## config.mk

```make
export PLATFORM = sky130hd
export DESIGN_NAME = head_stepper
export DESIGN_NICKNAME = d
export VERILOG_FILES = /design/src/rtl/floppy_pkg.sv /design/src/rtl/sync_edge.sv /design/src/rtl/head_stepper.sv
export SDC_FILE = /design/constraint.sdc
export NUM_CORES = 1
export LEC_CHECK = 0
export BUFFER_PORTS_ARGS = -buffer_cell sky130_fd_sc_hd__buf_2
export CAP_MARGIN = 20
export CORE_MARGIN = 4
export CORE_UTILIZATION = 29
export CTS_BUF_LIST = sky130_fd_sc_hd__clkbuf_8
export DETAILED_ROUTE_END_ITERATION = 8
export HOLD_SLACK_MARGIN = 0.05
export PLACE_DENSITY = 0.42
export RECOVER_POWER = 100
export SLEW_MARGIN = 20
export SYNTH_ARGS = -nofsm -noshare
export SYNTH_HDL_FRONTEND = slang
export SYNTH_HIERARCHICAL = 1
export SYNTH_SLANG_ARGS = --single-unit
```

## constraint.sdc

```tcl
create_clock -name clk -period 3.02 [get_ports clk]
set_input_delay 0.151 -clock clk [delete_from_list [all_inputs] [get_ports clk]]
set_output_delay 0.151 -clock clk [all_outputs]
set_load 0.05 [all_outputs]
```

## src/rtl/floppy_pkg.sv

```systemverilog
// Shared definitions for the floppy head-positioning logic: coil phase
// patterns, stepper FSM states and track-count sizing.
package floppy_pkg;

   localparam int TRK_W         = 7;
   localparam int DEF_MAX_TRACK = 79;

   // Full-step coil patterns, in inward order
   localparam logic [3:0] PHASE_0 = 4'b0011;
   localparam logic [3:0] PHASE_1 = 4'b0110;
   localparam logic [3:0] PHASE_2 = 4'b1100;
   localparam logic [3:0] PHASE_3 = 4'b1001;

   typedef enum logic [1:0] {
      IDLE   = 2'd0,
      DRIVE  = 2'd1,
      SETTLE = 2'd2
   } state_t;

   function automatic logic [3:0] phase_pattern(input logic [1:0] idx);
      logic [3:0] pat;
      case (idx)
         2'd0:    pat = PHASE_0;
         2'd1:    pat = PHASE_1;
         2'd2:    pat = PHASE_2;
         default: pat = PHASE_3;
      endcase
      return pat;
   endfunction

endpackage

```

## src/rtl/sync_edge.sv

```systemverilog
// Two-flop synchronizer for an asynchronous bus line, with a registered
// falling-edge pulse that lines up with the cycle the synced level drops.
module sync_edge (
   input  logic clk,
   input  logic rst,
   input  logic din,
   output logic sync,
   output logic fall
);

   logic meta;

   // Shift the pin through two flops; flag a high-to-low move of the synced level
   always_ff @(posedge clk or negedge rst) begin
      if (!rst) begin
         meta <= 1'b0;
         sync <= 1'b0;
         fall <= 1'b0;
      end else begin
         meta <= din;
         sync <= meta;
         fall <= sync & ~meta;
      end
   end

endmodule

```

## src/rtl/head_stepper.sv

```systemverilog
// Floppy head stepper: turns bus STEP/DIRECTION pulses into timed full-step
// coil phases for a ULN2003 driver, tracks the head position and
// recalibrates it from the track-00 sensor.
module head_stepper
   import floppy_pkg::*;
#(
   parameter int STEP_CYC   = 150_000,
   parameter int SETTLE_CYC = 50_000,
   parameter int MAX_TRACK  = DEF_MAX_TRACK
) (
   input  logic             clk,
   input  logic             rst,
   input  logic             en,
   input  logic             step,
   input  logic             dir,
   input  logic             tr0_sens,
   output logic [3:0]       coils,
   output logic [TRK_W-1:0] trk_count,
   output logic             busy,
   output logic             overrun
);

   localparam int CNT_MAX = (STEP_CYC > SETTLE_CYC) ? STEP_CYC : SETTLE_CYC;
   localparam int CNT_W   = $clog2(CNT_MAX + 1);
   localparam logic [CNT_W-1:0] STEP_LOAD   = CNT_W'(STEP_CYC - 1);
   localparam logic [CNT_W-1:0] SETTLE_LOAD = CNT_W'(SETTLE_CYC - 1);
   localparam logic [TRK_W-1:0] TRK_MAX     = TRK_W'(MAX_TRACK);

   logic             step_sync, step_fall;
   logic             dir_sync, dir_fall;
   logic             tr0_sync, tr0_fall;
   logic             unused_sync_bits;

   state_t           state, state_next;
   logic [CNT_W-1:0] cnt, cnt_next;
   logic             ignore_q, ignore_next;

   logic [1:0]       phase_idx, phase_next;
   logic [TRK_W-1:0] trk_next;
   logic             pend_valid, pend_dir;

   logic             req, slot_end, take_pend, req_used;
   logic             start, start_dir, start_ignored;
   logic [3:0]       coils_next;
   logic             busy_next;

   sync_edge u_step_sync (
      .clk  (clk),
      .rst  (rst),
      .din  (step),
      .sync (step_sync),
      .fall (step_fall)
   );

   sync_edge u_dir_sync (
      .clk  (clk),
      .rst  (rst),
      .din  (dir),
      .sync (dir_sync),
      .fall (dir_fall)
   );

   sync_edge u_tr0_sync (
      .clk  (clk),
      .rst  (rst),
      .din  (tr0_sens),
      .sync (tr0_sync),
      .fall (tr0_fall)
   );

   // Only the step edge and the dir/tr0 levels are used
   assign unused_sync_bits = &{1'b0, step_sync, dir_fall, tr0_fall};

   // Decide whether a step starts this cycle, from the pending slot or a fresh request
   always_comb begin
      req       = step_fall & en;
      slot_end  = ((state == SETTLE) && (cnt == '0)) || ((state == DRIVE) && ignore_q);
      take_pend = slot_end && pend_valid && en;
      start     = 1'b0;
      start_dir = dir_sync;
      if (state == IDLE) begin
         start = req;
      end else if (take_pend) begin
         start     = 1'b1;
         start_dir = pend_dir;
      end else if (slot_end) begin
         start = req;
      end
      req_used      = start && !take_pend;
      start_ignored = start && ((!start_dir && (trk_count == TRK_MAX)) ||
                                ( start_dir && tr0_sync));
   end

   // Phase and track effect of a starting step, plus track-00 recalibration in IDLE
   always_comb begin
      phase_next = phase_idx;
      trk_next   = trk_count;
      if (start && !start_ignored) begin
         if (start_dir) begin
            phase_next = phase_idx - 2'd1;
            if (trk_count != '0) begin
               trk_next = trk_count - TRK_W'(1);
            end
         end else begin
            phase_next = phase_idx + 2'd1;
            trk_next   = trk_count + TRK_W'(1);
         end
      end else if ((state == IDLE) && !start && tr0_sync) begin
         trk_next = '0;
      end
   end

   // FSM state register with the shared hold/settle down-counter
   always_ff @(posedge clk or negedge rst) begin
      if (!rst) begin
         state    <= IDLE;
         cnt      <= '0;
         ignore_q <= 1'b0;
      end else begin
         state    <= state_next;
         cnt      <= cnt_next;
         ignore_q <= ignore_next;
      end
   end

   // Next-state logic: DRIVE holds the phase, SETTLE waits, ignored steps last one cycle
   always_comb begin
      state_next  = state;
      cnt_next    = cnt;
      ignore_next = ignore_q;
      if (start) begin
         state_next  = DRIVE;
         cnt_next    = STEP_LOAD;
         ignore_next = start_ignored;
      end else begin
         case (state)
            DRIVE: begin
               if (ignore_q) begin
                  state_next  = IDLE;
                  ignore_next = 1'b0;
               end else if (cnt == '0) begin
                  state_next = SETTLE;
                  cnt_next   = SETTLE_LOAD;
               end else begin
                  cnt_next = cnt - CNT_W'(1);
               end
            end
            SETTLE: begin
               if (cnt == '0) begin
                  state_next = IDLE;
               end else begin
                  cnt_next = cnt - CNT_W'(1);
               end
            end
            default: begin
               state_next = IDLE;
            end
         endcase
      end
   end

   // Output decode: coils energised while selected or mid-step, busy outside IDLE
   always_comb begin
      busy_next  = (state_next != IDLE);
      coils_next = (en || busy_next) ? phase_pattern(phase_next) : 4'b0000;
   end

   // Datapath registers: phase, track, pending slot, overrun flag and outputs
   always_ff @(posedge clk or negedge rst) begin
      if (!rst) begin
         phase_idx  <= 2'd0;
         trk_count  <= '0;
         pend_valid <= 1'b0;
         pend_dir   <= 1'b0;
         overrun    <= 1'b0;
         coils      <= 4'b0000;
         busy       <= 1'b0;
      end else begin
         phase_idx <= phase_next;
         trk_count <= trk_next;
         coils     <= coils_next;
         busy      <= busy_next;
         if (take_pend) begin
            pend_valid <= 1'b0;
         end
         if (req && !req_used) begin
            if (pend_valid && !take_pend) begin
               overrun <= 1'b1;
            end else begin
               pend_valid <= 1'b1;
               pend_dir   <= dir_sync;
            end
         end
         if (!en) begin
            pend_valid <= 1'b0;
         end
      end
   end

endmodule

```

==> flow_summary_export.csv, run 1 <==
group,metric,value,unit
status,status,"finished, final reports clean",
worst_hold_path,hp-start,"en",
placement,pre_cts_ws,-0.0283,ns
routing,drt-wirelength-per-cell,14.3,um
timing,setup_viol,0,
worst_setup_path,worst_setup_path_end_kind,"flop",
yosys,synthCells,251,
global_route,grt_use_total,12.5,%
worst_setup_path,worstReg2RegStart,"cnt[5]",
timing,slew_headroom,24.7,%
die,ios,19,
worst_setup_path,crit_slowest_cell,"or4_4",
timing,fin_setup_tns,0,ns
worst_setup_path,worst-path-max-fanout,7,
routing,vias,1959,
finish,antennaDiodeCount,0,
timing,skew,0.00928,ns
clock_network,clock_latency,0.30,ns
global_route,grt_start_max_net_pins,46,
routing,drt_iter0_drc,43,
global_route,grt_pass1_wl,10100,um
global_route,grt_pass1_vias,1991,
finish,fin_util,38.0,%
clock_network,cts_root_buf,"clkbuf_8",
clock_network,cts_made_buffers,5,
finish,nets,329,
global_route,antenna_found_initial,0,
finish,syn_to_final_growth,25.6,%
routing,detail_route.vias_per_cell,4.75,
yosys,yosys_warnings,6,
clock_network,cts_max_level,2,
power,power.total,1.44,mW
finish,final.fill_count,838,
worst_setup_path,cp-start-kind,"flop",
worst_setup_path,cp_data_arrival_time,3.15,ns
power,power.density,458,nW/um^2
clock_network,cts_sinks,45,
die,die_area,10200,um^2
die,coreArea,8300,um^2
die,start_util,30.2,%
timing,period_needed,2.93,ns
clock_network,clk_pin_slew,0.09,ns
die,fp.dieW,101,um
yosys,syn_nets,273,
placement,placed_cell_area,2930,um^2
power,p_leak,1.33,nW
timing,slew_violations,0,
worst_setup_path,path_class,"flop to flop",
finish,regArea,1130,um^2
timing,rsz0062_at_grt,"true",
worst_setup_path,required,3.24,ns
clock_network,tritoncts,"yes",
clock_network,max-clock-path-buffers,2,
worst_setup_path,crit_path_cell_trace,"or4_4 > nand4bb_4 > o221ai_4 > nand2_4 > buf_4 > ha_1 > o21ai_2 > a21boi_1 > o21ai_1 > nand2b_1 > mux2i_1 > mux2i_1",
timing,tightest_slew,1.13,ns
yosys,netlist_area,2510,um^2
timing,fin_crit_sh,96.9,%
worst_setup_path,crit_top_cell,"mux2i_1",
finish,stdcell_area,3150,um^2
routing,drcViolationCount,0,
run,cap_violations,0,
placement,globalplace.congestion,0.751,
routing,dr.pass1.iters,4,
power,peakVddDrop,0.191,mV
worst_setup_path,timing.critical_path.from,"cnt[5]",
timing,final-hold-violation-count,0,
placement,portBuffers,18,
die,die_h,101,um
finish,multiInputGateArea,1420,um^2
yosys,synth.avg_cell_area,9.99,um^2
routing,ant_nets,0,
finish,drive_gt1_share,20.5,%
die,fp-row-count,33,
timing,timing.fmax,342,MHz
placement,hpwl,4400,um
timing,setup_slack,0.0923,ns
global_route,overflow,0,
routing,wl,5910,um
worst_hold_path,hold_path_class,"input pin to flop",
worst_setup_path,worst_path_largest_cell_delay,0.54,ns
-- sequential cells by signal, indices dropped and copies added, names as in the netlist --
signal,count
cnt,18
trk_count,7
coils,4
phase_idx,2
state,2
busy,1
ignore_q,1
overrun,1
pend_dir,1
pend_valid,1
u_dir_sync/meta,1
u_dir_sync/sync,1
u_step_sync/fall,1
u_step_sync/meta,1
u_step_sync/sync,1
u_tr0_sync/meta,1
u_tr0_sync/sync,1
-- metrics by stage --
| stage | cells | hold slack (ns) |
|---|---|---|
| after detailed placement | 398 | 0.260 |
| after CTS | 409 | 0.0612 |
| after global placement | 398 | 0.259 |
| final | 412 | 0.183 |
| after floorplan | 251 | -0.145 |
| after global routing | 412 | 0.162 |
-- worst paths after layout --
check                                    to  slack [ns]  cells after the start
setup reg to reg               trk_count[6]        0.09                     12
min in group asynchronous            cnt[8]        0.60                      2
hold reg to reg             u_tr0_sync/sync        0.35                      0
max in group asynchronous  u_step_sync/meta        1.74                      2
hold / removal                   pend_valid        0.18                      2
setup / recovery               trk_count[6]        0.09                     12
-- per-layer routing --
metal | up-vias | global-route usage [%] | wire length, um | part of all wire (%)
li1 | 998 | - | - | -
met1 | 927 | 17.7 | 3060 | 52
met2 | 26 | 19.1 | 2590 | 44
met3 | 8 | 2.84 | 169 | 2.9
met4 | 0 | 3.48 | 83 | 1.4
met5 | - | 0 | 0 | 0
-- layout by cell type, fill, tap and decap left out, types with 2 or more instances in the layout --
master and instances:
o211ai_1 2, nor3_1 8, a21oi_1 8, nand3_1 10
nor2_1 24, o21ai_0 9, nor2b_1 4, clkbuf_1 12
a21boi_0 3, nand3b_1 2, buf_2 5, nand2b_1 4
inv_1 9, nand2_1 35, nor4_1 3, o21ai_1 2
xnor2_1 12, dfrtp_1 45, clkbuf_8 5, xor2_1 8
dlygate4sd3_1 4, and2_1 4, o32ai_1 2, or3_1 2
buf_4 30, mux2i_1 4, ha_1 14
-- worst max-delay path, delay by kind of cell (launching register included) --
family / cells / cell delay [ns]
simple gates: 4 / 0.96
compound gates: 4 / 0.56
mux: 2 / 0.43
flops: 1 / 0.39
fa+ha+maj: 1 / 0.31
buf+inv: 1 / 0.19
-- layout make-up --
| cell class | count | share of cell area (%) |
|---|---|---|
| clock inverter | 2 | 1.11 |
| inverter | 9 | 1.07 |
| sequential | 45 | 35.7 |
| tap | 105 | 4.17 |
| multi-input combinational | 194 | 44.9 |
| timing repair buffer | 52 | 10.8 |
| clock buffer | 5 | 2.18 |
-- power by group --
part / switching (mW) / internal, mW / total (mW)
registers: 0.0413 / 0.657 / 0.699
clock network: 0.208 / 0.241 / 0.449
logic: 0.189 / 0.109 / 0.298
total: 0.438 / 1.01 / 1.44
-- what timing repair did --
| action | 4_1_cts | 5_1_grt |
|---|---|---|
| setup buffers | 1 | 2 |
| endpoints found under the hold margin | 3 | 45 |
| gates resized for setup | 1 | 11 |
| hold buffers | 3 | 1 |
| setup endpoints to repair | 1 | 7 |
| gates cloned | 0 | 0 |
| pin swaps | 1 | 6 |
No activity file was read; power rests on OpenSTA's default activity.
==> run 2, diff against run 1 <==
ABC_AREA = 1   (was unset)
SKIP_CTS_REPAIR_TIMING = 1   (was unset)
==> flow_summary_export.csv, run 2 <==
group,metric,value,unit
status,status,"finished, final reports clean",
placement,hpwl,4450,um
die,fp.dieW,106,um
worst_setup_path,path_class,"flop to flop",
finish,antennaDiodeCount,0,
timing,timing.fmax,364,MHz
finish,syn_to_final_growth,15.0,%
timing,fin_crit_sh,90.9,%
yosys,synthCells,326,
finish,final_cell_mix,"61 x nand2_1, 51 x inv_1, 45 x dfrtp_1, 33 x nor2_1, 19 x nand3_1",
timing,period_needed,2.74,ns
finish,final.fill_count,970,
clock_network,cts_made_buffers,5,
worst_setup_path,required,3.22,ns
routing,wl,6130,um
timing,slew_headroom,21.9,%
die,start_util,29.9,%
timing,slew_violations,0,
worst_setup_path,worstReg2RegStart,"cnt[10]",
worst_hold_path,hold_path_class,"input pin to flop",
finish,drive_gt1_share,12.0,%
die,die_area,11100,um^2
worst_setup_path,crit_slowest_cell,"dfrtp_1",
timing,setup_viol,0,
power,peakVddDrop,0.247,mV
clock_network,tritoncts,"yes",
routing,drt_iter0_drc,84,
power,p_switching,628,uW
clock_network,cts_root_buf,"clkbuf_8",
die,fp-row-count,35,
run,cap_violations,0,
placement,pre_cts_ws,0.168,ns
power,switching_share,35.9,%
timing,skew,0.00605,ns
global_route,overflow,0,
die,coreArea,9240,um^2
worst_setup_path,timing.critical_path.from,"cnt[10]",
routing,drt-wirelength-per-cell,12.6,um
worst_setup_path,crit_path_cell_trace,"nor2_4 > nand2_2 > nor2_4 > nand3_2 > nand2_4 > nand4_4 > nand2_4 > inv_1 > fa_1 > o211ai_1 > a21o_1 > a21oi_1 > inv_1 > nand2_1 > nand2_1 > inv_1 > nand2_1 > nand2_1",
worst_setup_path,crit_top_cell,"nand2_1",
worst_hold_path,hp-start,"en",
routing,vias,2114,
global_route,grt_use_total,11.9,%
finish,regMostFlops,"cnt",
worst_setup_path,worst-path-max-fanout,10,
global_route,antenna_found_initial,0,
power,seqPwrFrac,42.2,%
yosys,yosys_warnings,6,
worst_setup_path,cp_data_arrival_time,2.94,ns
power,combPwrFrac,29.8,%
finish,reg.largest.list,"cnt: 18 flops, trk_count: 7 flops, coils: 4 flops",
worst_setup_path,cp-start-kind,"flop",
worst_setup_path,worst_path_largest_cell_delay,0.46,ns
clock_network,cts_max_level,2,
placement,globalplace.congestion,0.766,
finish,nets,379,
worst_setup_path,worst_setup_path_end_kind,"flop",
power,internal_power,1.12,mW
clock_network,max-clock-path-buffers,2,
routing,detail_route.vias_per_cell,4.34,
timing,fin_setup_tns,0,ns
finish,largest_register_ffs,18,
yosys,netlist_area,2760,um^2
placement,portBuffers,18,
finish,regArea,1130,um^2
clock_network,cts_sinks,45,
power,power_frac_clock,28.0,%
finish,layout_commonest_cell,"nand2_1",
timing,final-hold-violation-count,0,
yosys,syn_nets,348,
finish,multiInputGateArea,1430,um^2
die,ios,19,
power,p_leak,1.46,nW
routing,ant_nets,0,
global_route,grt_pass1_vias,2150,
global_route,grt_start_max_net_pins,46,
routing,drcViolationCount,0,
global_route,grt_pass1_wl,10600,um
worst_setup_path,worst-path-buf-inv,3,
timing,rsz0062_at_grt,"false",
timing,setup_slack,0.276,ns
timing,tightest_slew,1.17,ns
yosys,synth.avg_cell_area,8.47,um^2
power,power.density,552,nW/um^2
worst_setup_path,critical_path.top_delay_family,"simple AND/OR/NAND/NOR gates",
routing,dr.pass1.iters,4,
clock_network,clk_pin_slew,0.09,ns
clock_network,clock_latency,0.30,ns
die,die_h,106,um
[run 2: worst reg2reg max path: cells and delay by family (launching register included)]
kind	cells	cell delay [ns]
AO/OA/AOI/OAI	3	0.46
AND/OR/NAND/NOR	11	1.14
buffers and inverters	3	0.17
adder cells (fa/ha/maj)	1	0.41
flip-flops	1	0.46
[run 2: final timing paths]
kind,to,slack [ns],cells past startpoint
max,trk_count[6],0.28,18
min,pend_valid,0.18,3
max reg2reg,trk_count[6],0.28,18
min reg2reg,u_tr0_sync/sync,0.36,0
min in group asynchronous,cnt[11],0.61,2
max in group asynchronous,trk_count[2],1.69,2
[run 2: cell type report]
class / instances / area share, %
clock inverters: 2 / 1.18
flip-flops and latches: 45 / 35.4
repair buffers: 25 / 4.29
clock buffers: 6 / 2.60
well taps: 129 / 5.08
inverters: 54 / 6.38
multi-input cells: 226 / 45.0
[run 2: routing by layer]
metal  vias to the layer above  routed length (um)  part of all wire [%]  global-route usage (%)
li1                       1123                   -                     -                       -
met1                       948                3320                    54                    17.5
met2                        36                2520                    41                    17.6
met3                         7                 212                   3.5                    2.33
met4                         0                  69                   1.1                    3.89
met5                         -                   0                     0                       0
[run 2: stage by stage]
stage	std cells	hold slack [ns]	power [mW]	area (um^2)	util, %
finish	487	0.178	1.75	3180	34.4
global route	487	0.190	1.88	3180	34.4
CTS	482	-0.127	1.79	3140	34.0
detailed placement	474	0.213	1.28	3020	32.7
global placement	474	0.260	1.28	3020	32.6
floorplan	326	-0.145	1.16	2760	-
[run 2: power by group through the flow]
stage,logic [mW],registers [mW],clock network (mW)
global placement,0.533,0.751,0
detailed placement,0.533,0.748,0
CTS,0.537,0.737,0.517
finish,0.522,0.739,0.491
global route,0.592,0.753,0.535
floorplan,0.288,0.867,0
